**src/rtl/stack_seq.sv**
```systemverilog
// -----------------------------------------------------------------------------
// stack_seq
//   Push/pull sequencer for PSHS/PSHU/PULS/PULU and interrupt entry/RTI
//   stacking. Walks the register-select postbyte one byte per memory access.
//   Push scans b7..b0 (16-bit registers low byte first), pull scans b0..b7
//   (16-bit registers high byte first).
//
// Ports
//   clk_in, rst_in         clock (rising edge), asynchronous active-high reset
//   start/pull/use_s_i     command; pull and stack select latched on start
//   mask                   postbyte: b7 PC, b6 U/S(other), b5 Y, b4 X,
//                          b3 DP, b2 B, b1 A, b0 CC
//   path_left_addr/_data   register read path into the register block
//   reg_su                 current stack pointer from the register block
//   write_reg/_addr,data_w register write port (pulled values)
//   use_s, inc_su, dec_su  stack select and pointer step strobes
//   mem_*                  byte-wide data memory port, strobes held to mem_rdy
//   busy, done, err        status; err pulses with done on a timeout abort
// -----------------------------------------------------------------------------
module stack_seq #(
    parameter int TIMEOUT = 0
) (
    input  logic        clk_in,
    input  logic        rst_in,
    input  logic        start,
    input  logic        pull,
    input  logic        use_s_i,
    input  logic [7:0]  mask,
    input  logic [15:0] path_left_data,
    input  logic [15:0] reg_su,
    input  logic [7:0]  mem_din,
    input  logic        mem_rdy,
    output logic [3:0]  path_left_addr,
    output logic        write_reg,
    output logic [3:0]  write_reg_addr,
    output logic [15:0] data_w,
    output logic        use_s,
    output logic        inc_su,
    output logic        dec_su,
    output logic [15:0] mem_addr,
    output logic [7:0]  mem_dout,
    output logic        mem_we,
    output logic        mem_oe,
    output logic        busy,
    output logic        done,
    output logic        err
);

    typedef enum logic [2:0] {
        S_IDLE,
        S_DEC,
        S_WR,
        S_RD,
        S_INC,
        S_DONE
    } state_t;

    localparam bit          TO_EN   = (TIMEOUT > 0);
    localparam logic [15:0] TO_LAST = (TIMEOUT > 0) ? 16'(TIMEOUT - 1) : 16'h0000;

    state_t      state;
    logic [7:0]  pend;      // mask bits still to be transferred
    logic        pull_q;
    logic [2:0]  cur;       // mask bit being transferred
    logic        second;    // second byte of a 16-bit register
    logic [7:0]  hold;      // high byte of a 16-bit pull
    logic [15:0] wait_cnt;

    logic        cur_wide;
    logic        cur_last;
    logic        advance;
    logic        to_fire;
    logic [7:0]  sel_mask;
    logic        sel_pull;
    logic        sel_us;
    logic [3:0]  pick;
    logic        sel_any;
    logic [2:0]  sel_idx;
    logic [3:0]  sel_code;

    // Next mask bit to service: lowest set bit for pull, highest for push.
    function automatic logic [3:0] pick_bit(input logic [7:0] m, input logic pl);
        logic [3:0] r;
        r = 4'h0;
        if (pl) begin
            for (int i = 7; i >= 0; i--)
                if (m[i]) r = {1'b1, 3'(i)};
        end else begin
            for (int i = 0; i < 8; i++)
                if (m[i]) r = {1'b1, 3'(i)};
        end
        return r;
    endfunction

    // Mask bit -> register code; b6 names the stack not being walked.
    function automatic logic [3:0] reg_code(input logic [2:0] idx, input logic us);
        logic [3:0] c;
        case (idx)
            3'd7:    c = 4'd5;
            3'd6:    c = us ? 4'd3 : 4'd4;
            3'd5:    c = 4'd2;
            3'd4:    c = 4'd1;
            3'd3:    c = 4'd11;
            3'd2:    c = 4'd9;
            3'd1:    c = 4'd8;
            default: c = 4'd10;
        endcase
        return c;
    endfunction

    // The SEL step is folded into whichever state hands control back to it,
    // so selection is evaluated combinationally from the post-clear mask.
    always_comb begin
        cur_wide = cur[2];
        cur_last = !cur_wide || second;
        sel_mask = pend & ~(8'h01 << cur);
        sel_pull = pull_q;
        sel_us   = use_s;
        if (state == S_IDLE) begin
            sel_mask = mask;
            sel_pull = pull;
            sel_us   = use_s_i;
        end
        pick     = pick_bit(sel_mask, sel_pull);
        sel_any  = pick[3];
        sel_idx  = pick[2:0];
        sel_code = reg_code(sel_idx, sel_us);
        case (state)
            S_IDLE:  advance = start;
            S_WR:    advance = mem_rdy && cur_last;
            S_INC:   advance = cur_last;
            default: advance = 1'b0;
        endcase
        to_fire = TO_EN && (state == S_WR || state == S_RD) && !mem_rdy &&
                  (wait_cnt == TO_LAST);
    end

    // Address and push data come straight from the register block so that the
    // pointer already stepped by the preceding DEC is used.
    assign mem_addr = (state == S_WR || state == S_RD) ? reg_su : 16'h0000;
    assign mem_dout = (state != S_WR) ? 8'h00 :
                      (cur_wide && second) ? path_left_data[15:8] : path_left_data[7:0];

    always_ff @(posedge clk_in or posedge rst_in) begin
        if (rst_in) begin
            state          <= S_IDLE;
            pend           <= 8'h00;
            pull_q         <= 1'b0;
            cur            <= 3'd0;
            second         <= 1'b0;
            hold           <= 8'h00;
            wait_cnt       <= 16'h0000;
            path_left_addr <= 4'h0;
            write_reg      <= 1'b0;
            write_reg_addr <= 4'h0;
            data_w         <= 16'h0000;
            use_s          <= 1'b0;
            inc_su         <= 1'b0;
            dec_su         <= 1'b0;
            mem_we         <= 1'b0;
            mem_oe         <= 1'b0;
            busy           <= 1'b0;
            done           <= 1'b0;
            err            <= 1'b0;
        end else begin
            dec_su    <= 1'b0;
            inc_su    <= 1'b0;
            write_reg <= 1'b0;
            done      <= 1'b0;
            err       <= 1'b0;
            if (advance) begin
                pend     <= sel_mask;
                cur      <= sel_idx;
                second   <= 1'b0;
                wait_cnt <= 16'h0000;
                mem_we   <= 1'b0;
                if (state == S_IDLE) begin
                    pull_q <= pull;
                    use_s  <= use_s_i;
                end
                if (!sel_any) begin
                    state          <= S_DONE;
                    done           <= 1'b1;
                    busy           <= 1'b0;
                    path_left_addr <= 4'hF;
                end else if (sel_pull) begin
                    state          <= S_RD;
                    mem_oe         <= 1'b1;
                    busy           <= 1'b1;
                    path_left_addr <= 4'hF;
                end else begin
                    state          <= S_DEC;
                    dec_su         <= 1'b1;
                    busy           <= 1'b1;
                    path_left_addr <= sel_code;
                end
            end else if (to_fire) begin
                // Abort: drop remaining bits, keep pointer steps already taken.
                state          <= S_DONE;
                done           <= 1'b1;
                err            <= 1'b1;
                busy           <= 1'b0;
                mem_we         <= 1'b0;
                mem_oe         <= 1'b0;
                pend           <= 8'h00;
                path_left_addr <= 4'hF;
            end else begin
                case (state)
                    S_DEC: begin
                        state    <= S_WR;
                        mem_we   <= 1'b1;
                        wait_cnt <= 16'h0000;
                    end
                    S_WR: begin
                        if (mem_rdy) begin
                            // Low byte of a 16-bit push done; step again for high.
                            mem_we <= 1'b0;
                            second <= 1'b1;
                            dec_su <= 1'b1;
                            state  <= S_DEC;
                        end else begin
                            wait_cnt <= wait_cnt + 16'h0001;
                        end
                    end
                    S_RD: begin
                        if (mem_rdy) begin
                            mem_oe <= 1'b0;
                            inc_su <= 1'b1;
                            state  <= S_INC;
                            if (cur_wide && !second) begin
                                hold <= mem_din;
                            end else begin
                                data_w         <= cur_wide ? {hold, mem_din} : {8'h00, mem_din};
                                write_reg      <= 1'b1;
                                write_reg_addr <= reg_code(cur, use_s);
                            end
                        end else begin
                            wait_cnt <= wait_cnt + 16'h0001;
                        end
                    end
                    S_INC: begin
                        // High byte of a 16-bit pull done; fetch the low byte.
                        second   <= 1'b1;
                        mem_oe   <= 1'b1;
                        wait_cnt <= 16'h0000;
                        state    <= S_RD;
                    end
                    S_DONE: state <= S_IDLE;
                    default: state <= S_IDLE;
                endcase
            end
        end
    end

endmodule

```
**config.mk**
```make
export PLATFORM = sky130hd
export DESIGN_NAME = stack_seq
export DESIGN_NICKNAME = d
export VERILOG_FILES = /design/src/rtl/stack_seq.sv
export SDC_FILE = /design/constraint.sdc
export NUM_CORES = 1
export LEC_CHECK = 0
export CAP_MARGIN = 25
export CORE_MARGIN = 8
export CORE_UTILIZATION = 41
export CTS_BUF_LIST = sky130_fd_sc_hd__clkbuf_16
export DETAILED_ROUTE_END_ITERATION = 10
export GPL_ROUTABILITY_DRIVEN = 0
export MAX_ROUTING_LAYER = met4
export PLACE_DENSITY_LB_ADDON = 0.15
export SLEW_MARGIN = 20
export SYNTH_ARGS = -nofsm -noshare
export SYNTH_HDL_FRONTEND = slang
export SYNTH_SLANG_ARGS = --single-unit
```
**constraint.sdc**
```tcl
create_clock -name clk_in -period 3.1 [get_ports clk_in]
set_input_delay 0.465 -clock clk_in [delete_from_list [all_inputs] [get_ports clk_in]]
set_output_delay 0.465 -clock clk_in [all_outputs]
set_load 0.05 [all_outputs]
```
==> results_dict.tcl, run 1 <==
set metrics [dict create \
    antenna_left 0 \
    synth.area.top_cells "dfrtp_1 47%, nand2_1 6.1%, mux2_2 5.3%, and2_1 3.8%, a21oi_1 3.4%" \
    routedWlPerCell_um 16.3 \
    syn-cell-area_um2 2960 \
    cts_resized 0 \
    overflow 0 \
    required_ns 3.28 \
    fin_util_pct 62.2 \
    cts.sinks 56 \
    die_w_um 101 \
    p_leak_nw 1.94 \
    crit_start "state[2]" \
    r2r_end "path_left_addr[1]" \
    cts_setup_buffers 0 \
    clkTransAtPathRegs_ns 0.08 \
    drc 0 \
    n_antenna_cell 0 \
    syn_avg_cell_area_um2 9.53 \
    core_area_um2 7140 \
    rows 31 \
    critPathKind "flop to flop" \
    drt_iter0_drc 88 \
    rsz0062_at_grt "no" \
    clock_skew_ns 0.00680 \
    grt_pass1_wl_um 14400 \
    synthDistinctLibCells 57 \
    tightestPinTransition_ns 0.604 \
    finalHoldViolations 0 \
    grtUsageTotal_pct 18.2 \
    ys_ff_latch 56 \
    r2r_start "state[2]" \
    cp.arrival_ns 2.98 \
    hold_buffers 0 \
    crit_path_end "path_left_addr[1]" \
    async_reset_ff_share_pct 100 \
    cap_viol_max_count 0 \
    routed_wl_um 8590 \
    h-tree-depth 2 \
    synthCells 311 \
    synth_commonest_cells "56 x dfrtp_1, 48 x nand2_1, 21 x nor2_1" \
    io_pins 111 \
    area_growth_syn_to_layout_pct 49.7 \
    rr_worst_depth 7 \
    first_global_vias 2830 \
    max-vdd-ir-drop_uv 591 \
    end_kind "flop" \
    reg_top3 "data_w (16), hold (8), pend (8)" \
    portBuffers 109 \
    largest_reg_flops 16 \
    powerDensity_nw_per_um2 1230 \
    fmax_ghz 0.357 \
    worst_hold_path_type "flop to flop" \
    maxSlewViolCount 0 \
    start_kind "flop" \
    drive_gt1_share_pct 18.0 \
    vias 2683 \
    whs_ns 0.488 \
    fin_nets 480 \
    critPathMaxFanout 9 \
    grt_max_degree 30 \
    ys_seq_area_share_pct 47.3 \
    relSlewSlack_pct 59.6 \
    post-route-period-util_pct 90.3 \
    cts_made_buffers 5 \
    synth_most_common_cell "dfrtp_1" \
    drt_pass1_iterations 4 \
    clockRootBuffer "clkbuf_16" \
    synth_fp_nets 365 \
    synth-main-ff-cell "dfrtp_1" \
    finalSetupViolations 0 \
    regToRegSetupSlack_ns 0.30 \
    tns_ns 0 \
    cts.path.max_buffers 2 \
    die-area_um2 10200 \
    hpwl_um 6590 \
    start_util_pct 41.5 \
    cts_tree "done" \
    clkLatencyLatePin_ns 0.30 \
    synth_edf_count 0 \
    yosys_warnings 0 \
    status "complete, no violations" \
    layout_min_cycle_time_ns 2.80 \
    antenna_found_initial 0 \
    largest-register "data_w" \
    die_y_um 101 \
    synth_top_cell_by_area "dfrtp_1" \
    netlist.area_leader.share_pct 47.3 \
    viasPerCell 5.10 \
]
-- area by class of cell --
type	count	area (um2)
Clock buffer	5	125
Clock inverter	3	25.0
Fill cell	625	2700
Inverter	9	33.8
Multi-Input combinational cell	226	1440
Sequential cell	56	1400
Tap cell	99	124
Timing Repair Buffer	128	1290
-- power breakdown --
part	internal [mW]	switching (mW)	total [mW]
Clock	0.306	0.273	0.578
Combinational	1.43	2.21	3.64
Sequential	1.03	0.225	1.25
Total	2.76	2.71	5.47
-- per-layer routing --
metal	wire length, um	global-route usage, %	up-vias
li1	-	-	1322
met1	3650	20.6	1302
met2	4440	31.6	51
met3	410	4.63	8
met4	83	3.67	0
met5	0	-	-
-- cells in the final DEF (no fill, tap or decap), types with 3 or more instances in the layout --
cell             instances
clkdlybuf4s50_1         85
dfrtp_1                 56
nand2_1                 48
buf_4                   34
nor2_1                  20
a21oi_1                 20
and2_1                  18
mux2_2                  14
nand3_1                 11
o21ai_0                 11
a22o_1                   9
buf_12                   9
inv_1                    8
a31oi_1                  5
clkbuf_16                5
nor2b_1                  4
nor4b_1                  4
o31ai_1                  4
nand2b_1                 3
or4b_1                   3
o31a_1                   3
and3_1                   3
nand3b_1                 3
mux2i_1                  3
nor3_1                   3
-- kinds of logic after synthesis --
family / share of synthesized area [%]
simple gates: 23.8
compound gates: 17.5
flops: 47.3
buf+inv: 4.18
mux: 6.84
xor+xnor: 0.296
other cells: 0.127
-- metrics by stage --
stage / power [mW] / area, um2 / cells / worst slack [ns]
after floorplan: 3.71 / 2960 / 311 / 0.576
after global placement: 4.84 / 4290 / 518 / 0.221
after detailed placement: 4.91 / 4290 / 518 / 0.189
after CTS: 5.51 / 4440 / 526 / 0.325
after global routing: 5.83 / 4440 / 526 / 0.135
final: 5.47 / 4440 / 526 / 0.302
-- critical path, stage by stage (launching register included) --
cell      delay (ns)
dfrtp_1         0.48
or3_1           0.56
a31oi_2         0.35
a21oi_1         0.11
o211ai_1        0.48
a21boi_1        0.14
mux2_2          0.28
o32a_1          0.28
-- worst min-delay path by stage --
stage | start | end | slack (ns) | cells past startpoint
after global routing | data_w[0] | data_w[0] | 0.50 | 2
final | write_reg_addr[2] | write_reg_addr[2] | 0.49 | 2
after CTS | data_w[0] | data_w[0] | 0.49 | 2
after global placement | write_reg_addr[2] | write_reg_addr[2] | 0.46 | 2
after floorplan | hold[2] | data_w[10] | 0.46 | 1
after detailed placement | data_w[7] | data_w[7] | 0.46 | 2
Note: power is estimated with default switching activity, not from simulation.
==> run 2: changes to the inputs <==
==> constraint.sdc (replaced) <==
create_clock -name clk_in -period 3.1 [get_ports clk_in]
set_input_delay 0.465 -clock clk_in [delete_from_list [all_inputs] [get_ports clk_in]]
set_output_delay 0.465 -clock clk_in [all_outputs]
set_load 0.005 [all_outputs]
==> results_dict.tcl, run 2 (synthesis gave the netlist of run 1 again) <==
set metrics [dict create \
    status "complete, no violations" \
    critPathKind "flop to flop" \
    worst_hold_path_type "flop to flop" \
    rows 31 \
    tightestPinTransition_ns 0.619 \
    overflow 0 \
    p_leak_nw 1.86 \
    grt_max_degree 30 \
    finalSetupViolations 0 \
    powerDensity_nw_per_um2 1020 \
    fin_nets 477 \
    cts.sinks 56 \
    core_area_um2 7140 \
    die_w_um 101 \
    drt_pass1_iterations 4 \
    cts.path.max_buffers 2 \
    rsz0062_at_grt "no" \
    worst_slack_ns 0.294 \
    critPathMaxStageDelay_ns 0.56 \
    crit_path_end "path_left_addr[1]" \
    cts_tree "done" \
    required_ns 3.28 \
    r2r_start "state[2]" \
    start_util_pct 41.5 \
    die-area_um2 10200 \
    routed_wl_um 8490 \
    vias 2683 \
    path_buf_inv 0 \
    io_pins 111 \
    first_global_vias 2716 \
    drt_iter0_drc 85 \
    cp.arrival_ns 2.98 \
    finalHoldViolations 0 \
    start_kind "flop" \
    rr_worst_depth 7 \
    regToRegSetupSlack_ns 0.29 \
    largest_reg_flops 16 \
    grt_pass1_wl_um 13900 \
    routedWlPerCell_um 16.2 \
    viasPerCell 5.13 \
    crit_family "compound AO/OA/AOI/OAI gates" \
    layout_min_cycle_time_ns 2.81 \
    n_antenna_cell 0 \
    pre_cts_ws_ns 0.152 \
    h-tree-depth 2 \
    largest-register "data_w" \
    antenna_left 0 \
    post-route-period-util_pct 90.5 \
    maxSlewViolCount 0 \
    cap_viol_max_count 0 \
    hpwl_um 6550 \
    hp-start "write_reg_addr[2]" \
    final_cell_mix "109 x clkdlybuf4s50_1, 56 x dfrtp_1, 48 x nand2_1, 20 x nor2_1, 20 x a21oi_1" \
    fillers 633 \
    final_area_um2 4370 \
    cts_resized 0 \
    critPathMaxFanout 9 \
    tns_ns 0 \
    clockRootBuffer "clkbuf_16" \
    relSlewSlack_pct 58.6 \
    crit_start "state[2]" \
    grtUsageTotal_pct 17.8 \
    placed_area_um2 4220 \
    reg_top3 "data_w (16), hold (8), pend (8)" \
    r2r_end "path_left_addr[1]" \
    hold_buffers 0 \
    portBuffers 109 \
    drive_gt1_share_pct 11.6 \
    area_growth_syn_to_layout_pct 47.4 \
    die_y_um 101 \
    cp_slowest_cell "or3_1" \
    cts_setup_buffers 0 \
    antenna_found_initial 0 \
    drc 0 \
    final_common_cell "clkdlybuf4s50_1" \
    cts_made_buffers 5 \
    clkTransAtPathRegs_ns 0.07 \
    fmax_ghz 0.356 \
    path_cells "or3_1, a31oi_1, a211oi_1, o21ai_1, a22o_1, mux2_2, o32a_1" \
    max-vdd-ir-drop_uv 524 \
    end_kind "flop" \
    path_depth 7 \
    whs_ns 0.480 \
    clock_skew_ns 0.00819 \
    clkLatencyLatePin_ns 0.29 \
]
-- run 2: per-layer routing --
layer | up-vias | share of wire [%] | GRT usage [%]
met5 | - | 0 | -
met4 | 0 | 1.0 | 4.93
met3 | 9 | 4.6 | 3.94
met2 | 75 | 52 | 30.4
met1 | 1285 | 43 | 20.4
li1 | 1314 | - | -
-- run 2: through the flow --
step | power (mW) | utilization (%) | cells
3_5_place_dp | 3.89 | 59.2 | 515
4_1_cts | 4.47 | 61.2 | 523
6_report | 4.44 | 61.2 | 523
5_1_grt | 4.77 | 61.2 | 523
3_3_place_gp | 3.83 | 59.2 | 515
2_1_floorplan | 2.81 | - | 311
-- run 2: area by class of cell --
type | instances | area, um2 | share of cell area [%]
Timing Repair Buffer | 125 | 1220 | 28.0
Multi-Input combinational cell | 226 | 1440 | 33.0
Clock buffer | 5 | 125 | 2.86
Tap cell | 99 | 124 | 2.84
Clock inverter | 3 | 20.0 | 0.458
Inverter | 9 | 33.8 | 0.773
Sequential cell | 56 | 1400 | 32.1
-- run 2: worst reg2reg max path: stages, from the launching register on --
cell      delay, ns
dfrtp_1        0.47
or3_1          0.56
a31oi_1        0.40
a211oi_1       0.14
o21ai_1        0.18
a22o_1         0.30
mux2_2         0.37
o32a_1         0.28
-- run 2: worst min path at each step --
stage                         to  cells after the start
3_5_place_dp           data_w[1]                      2
6_report       write_reg_addr[2]                      2
5_1_grt                data_w[5]                      2
2_1_floorplan         data_w[10]                      1
4_1_cts                data_w[1]                      2
3_3_place_gp   write_reg_addr[2]                      2
-- run 2: where the power goes --
| part | switching [mW] | internal (mW) |
|---|---|---|
| sequential | 0.231 | 1.03 |
| combinational | 1.26 | 1.36 |
| clock | 0.263 | 0.299 |
==> RTL change 1 (settings of run 1) <==
Make the reset (`rst_in`) synchronous in one clocked block. Comments in the files are not updated.
--- a/src/rtl/stack_seq.sv
+++ b/src/rtl/stack_seq.sv
@@ -143,3 +143,3 @@
 
-    always_ff @(posedge clk_in or posedge rst_in) begin
+    always_ff @(posedge clk_in) begin
         if (rst_in) begin
Function: differs if rst_in is asserted again (counterexample within 4 cycles, from zero or initial values and one cycle with rst_in high); with rst_in held inactive, the same outputs for 4 cycles.
==> RTL change 1 against run 1 <==
Final cell count up 2.1%. Count of clock-buffer cells in the layout unchanged. Wire length decreased by 1.6%. Sequential cell count unchanged. Worst setup slack better by 130 ps. Design area is 5.8% lower. Critical path depth unchanged. First-iteration DRC count rose to 2.6 times the old value. Clock skew decreased by 0.79 ps. Die area down 4.5%. Area after synthesis fell by 5.3%. Critical endpoint is now state[2].
Power is not compared: it rests on default switching activity, and its combinational part moved more than twofold at a synthesized area within 25%.
==> RTL change 1: results (changes against run 1) <==
| Metric | Value |
|---|---|
| Fin util | 62.23% (+0.068 points) |
| Global-route wire length before repair | 13650 um (-4.9%) |
| R2R setup slack | 430 ps (+130 ps) |
| Hold WS | 452.0 ps (-35.49 ps) |
| Inst Count DP | 529 (+2.1%) |
| Seq area share | 26.81% (-4.8 points) |
| Data arrival, critical path | 2910 ps (-70 ps) |
| Final-layout non-clock buffer area share | 29.08% (+0.094 points) |
| Critical Path Max Stage Delay | 840 ps (+280 ps) |
| Final nets | 510 (+6.3%) |
| Non-CTS buffers | 121 (-5.5%) |
| Measured slew at the worst slew-check pin | 804.1 ps (+200.5 ps) |
| Share of cells above drive strength 1 | 12.69% (-5.3 points) |
| Routed WL | 8450 um (-1.6%) |
| Clk_skew | 6.011 ps (-0.7862 ps) |
| Hold Crit Start | write_reg_addr[2] |
| Multi-input logic portion of the cell area | 37.25% (+4.8 points) |
| Largest net degree at the start of global routing | 29 (-3.3%) |
| CP max-delay cell | dfxtp_1 |
| Place WS | 421.5 ps (+232.7 ps) |
| Count of non-CTS inverters in the layout | 5 (-4) |
| Reg2reg end | state[2] |
| Hold Crit Endpoint | write_reg_addr[2] |
| Async SR Flop Fraction | 0% (-100 points) |
| Cells after Synth | 355 (+14%) |
| Via density | 5.443 (+6.7%) |
| Delay-heaviest family, CP | simple AND/OR/NAND/NOR gates |
| Distinct cells, synth | 53 (-7.0%) |
| Final worst path period share | 86.09% (-4.2 points) |
| CP max FO | 24 (+15) |
| Mean Syn Cell Area | 7.909 um^2 (-17%) |
| Dpl hpwl | 6474 um (-1.7%) |
| Number of global-route vias before repair | 2800 (-1.1%) |
| Run status | complete, no violations |
| Synth Net Count | 409 (+12%) |
| Comb_multi_in | 267 (+18%) |
==> RTL change 1: changes by cell type after synthesis, sizes merged, moves of 6 or more <==
| cell | before | now |
|---|---|---|
| a22o | 9 | 0 |
| mux2i | 3 | 13 |
| a22oi | 0 | 8 |
| o21ai | 13 | 6 |
| dfxtp | 0 | 56 |
| clkbuf | 15 | 21 |
| mux2 | 15 | 4 |
| a211oi | 2 | 9 |
| a21oi | 20 | 36 |
| nor2 | 21 | 51 |
| dfrtp | 56 | 0 |
| nand2 | 48 | 38 |
==> RTL change 1: layer usage <==
| layer | track usage [%] | part of all wire (%) | up-vias |
|---|---|---|---|
| li1 | - | - | 1454 |
| met1 | 21.49 | 44 | 1337 |
| met2 | 27.29 | 46 | 126 |
| met3 | 5.285 | 8.5 | 6 |
| met4 | 5.077 | 1.2 | 0 |
| met5 | - | 0 | - |
==> RTL change 1: worst max-delay path by stage <==
| stage | start | to | cells after the start |
|---|---|---|---|
| final | cur[2] | state[2] | 7 |
| after global routing | cur[2] | state[2] | 7 |
| after CTS | cur[2] | state[2] | 7 |
| after detailed placement | mask[6] | path_left_addr[1] | 10 |
| after global placement | state[1] | path_left_addr[2] | 9 |
| after floorplan | state[0] | path_left_addr[1] | 9 |
==> RTL change 1: logic make-up (layout without fill, tap and decap cells) <==
| family | Yosys count | in the layout | synth area share [%] |
|---|---|---|---|
| buffers and inverters | 32 | 134 | 4.679 |
| XOR/XNOR | 1 | 1 | 0.3120 |
| flip-flops | 56 | 56 | 39.93 |
| AO/OA/AOI/OAI | 87 | 87 | 19.70 |
| multiplexers | 17 | 17 | 6.372 |
| other | 1 | 1 | 0.1336 |
| AND/OR/NAND/NOR | 161 | 161 | 28.88 |
==> RTL change 2 (flow settings as in run 1) <==
Made on the original files. Encoding of `state_t`: now one-hot (6 bits for 6 states).
--- a/src/rtl/stack_seq.sv
+++ b/src/rtl/stack_seq.sv
@@ -48,9 +48,9 @@
 
-    typedef enum logic [2:0] {
-        S_IDLE,
-        S_DEC,
-        S_WR,
-        S_RD,
-        S_INC,
-        S_DONE
+    typedef enum logic [5:0] {
+        S_IDLE = 6'b000001,
+        S_DEC  = 6'b000010,
+        S_WR   = 6'b000100,
+        S_RD   = 6'b001000,
+        S_INC  = 6'b010000,
+        S_DONE = 6'b100000
     } state_t;
Function: no difference found for any inputs over 4 cycles, from zero or initial values and one cycle with rst_in high; so few cycles prove little.
==> RTL change 2 against run 1 <==
Area after synthesis rose by 1.9%. Wire length rose by 7.1%. Combinational power fell by 26%. Sequential cell count rose by 3. Worst setup slack got worse by 93 ps. Design area rose by 5.1%. Global-route usage rose by 0.56 points. Die area rose by 1.6%. Synthesized cell count rose by 2.3%. Total power fell by 10%. Clock skew fell by 2.1 ps. Critical endpoint is now mem_addr[14]. Largest power group unchanged.
==> RTL change 2: results (changes against run 1) <==
| Metric | Value |
|---|---|
| R2R setup slack | 230 ps (-70 ps) |
| Critical Path Max Stage Delay | 440 ps (-120 ps) |
| Global-route wire length before repair | 14680 um (+2.3%) |
| Worst-path clk slew | 60 ps (-20 ps) |
| Vias | 2874 (+7.1%) |
| Place WS | 308.4 ps (+119.6 ps) |
| Largest net degree at the start of global routing | 32 (+6.7%) |
| NetSw | 2.271 mW (-16%) |
| Initial antenna violation count | 0 (unchanged) |
| Worst-Skew Late Latency | 320 ps (+20 ps) |
| Detailed Routing Iterations Pass 1 | 4 (unchanged) |
| Synth Net Count | 372 (+1.9%) |
| Clk_skew | 4.730 ps (-2.067 ps) |
| Share of cells above drive strength 1 | 17.58% (-0.45 points) |
| I/O Buffers | 109 (unchanged) |
| Delay-heaviest family, CP | simple AND/OR/NAND/NOR gates |
| Measured slew at the worst slew-check pin | 810.9 ps (+207.3 ps) |
| Synth top cells by count | dfrtp_1, nand2_1, nor2_1 |
| Routed wire per std cell | 17.13 um (+4.9%) |
| Number of DRC markers in iteration 0 | 156 (+77%) |
| CP max-delay cell | dfrtp_1 |
| Data arrival, critical path | 2430 ps (-550 ps) |
| Cells after Synth | 318 (+2.3%) |
| CP max FO | 17 (+8) |
| Number of global-route vias before repair | 2816 (-0.49%) |
| CTS Buf Count | 9 (+4) |
| Lkg Pwr | 2.039 nW (+5.2%) |
| FF-to-FF Start | state[1] |
| Reg2Reg Depth | 9 (+2) |
| Final nets | 487 (+1.5%) |
| Synth warn | 0 (unchanged) |
| Dpl hpwl | 7077 um (+7.5%) |
| Clock buffer depth | 2 (unchanged) |
| Max VDD drop | 0.6362 mV (+7.7%) |
| Antenna diode count | 0 (unchanged) |
| Root Driver | clkbuf_16 |
| Fillers | 567 (-9.3%) |
| H-Tree Depth | 3 (+1) |
| Hold Crit Endpoint | data_w[5] |
| Hold WS | 475.0 ps (-12.55 ps) |
| Dpl cell area | 4377 um^2 (+2.1%) |
| Top flop regs | data_w: 16 flops, hold: 8 flops, pend: 8 flops |
| Top post-synthesis cells by area | dfrtp_1, nand2_1, nor2b_1 |
| Hold Crit Start | data_w[5] |
| Post-synthesis sequential area ratio | 48.92% (+1.6 points) |
| Inst Count DP | 521 (+0.58%) |
| Non-Filler Instances | 537 (+2.1%) |
| Run status | complete, no violations |
| GRT Total Usage | 18.73% (+0.56 points) |
[RTL change 2: cell families after synthesis]
kind of cell | Yosys count | synth area share [%]
simple gates | 140 | 22.87
other cells | 1 | 0.1242
compound gates | 80 | 19.14
buf+inv | 24 | 3.853
xor+xnor | 1 | 0.2900
flops | 59 | 48.92
mux | 13 | 4.805
[RTL change 2: power groups by stage]
stage | registers (mW) | clock network (mW) | logic, mW
floorplan | 1.62 | 0 | 1.53
global placement | 1.27 | 0 | 2.64
detailed placement | 1.28 | 0 | 2.68
CTS | 1.27 | 0.950 | 2.70
global route | 1.32 | 0.990 | 2.92
finish | 1.28 | 0.929 | 2.70
[RTL change 2: worst max-delay path by stage]
stage	slack (ps)	startpoint	cells after the start	end
6_report	210	state[1]	7	mem_addr[14]
2_1_floorplan	180	state[1]	5	mem_addr[10]
4_1_cts	180	state[1]	7	mem_addr[14]
3_3_place_gp	420	state[1]	9	path_left_addr[1]
3_5_place_dp	310	state[1]	9	path_left_addr[1]
5_1_grt	20	state[1]	7	mem_addr[14]
[RTL change 2: final cells by class]
type | instances | area [um^2] | area share (%)
Tap cell | 99 | 123.9 | 2.656
Clock inverter | 7 | 61.31 | 1.315
Clock buffer | 9 | 225.2 | 4.830
Timing Repair Buffer | 118 | 1311 | 28.12
Multi-Input combinational cell | 235 | 1426 | 30.59
Inverter | 10 | 37.54 | 0.8049
Sequential cell | 59 | 1478 | 31.69
[RTL change 2: per-stage QoR]
step | utilization (%) | power [mW]
after global routing | 64.99 | 5.230
after floorplan | - | 3.148
after detailed placement | 60.99 | 3.961
after CTS | 64.99 | 4.920
final | 64.99 | 4.906
after global placement | 60.99 | 3.906
[RTL change 2: worst reg2reg max path: cells and delay by family (launching register included)]
family,cells,cell delay (ps)
simple gates,2,900
buf+inv,1,200
compound gates,5,880
flops,1,440
mux,1,320
[RTL change 2: per-layer routing]
metal	part of all wire, %	track usage (%)
met1	44	23.50
met2	48	29.48
met3	6.3	4.428
met4	0.97	5.418
met5	0	-
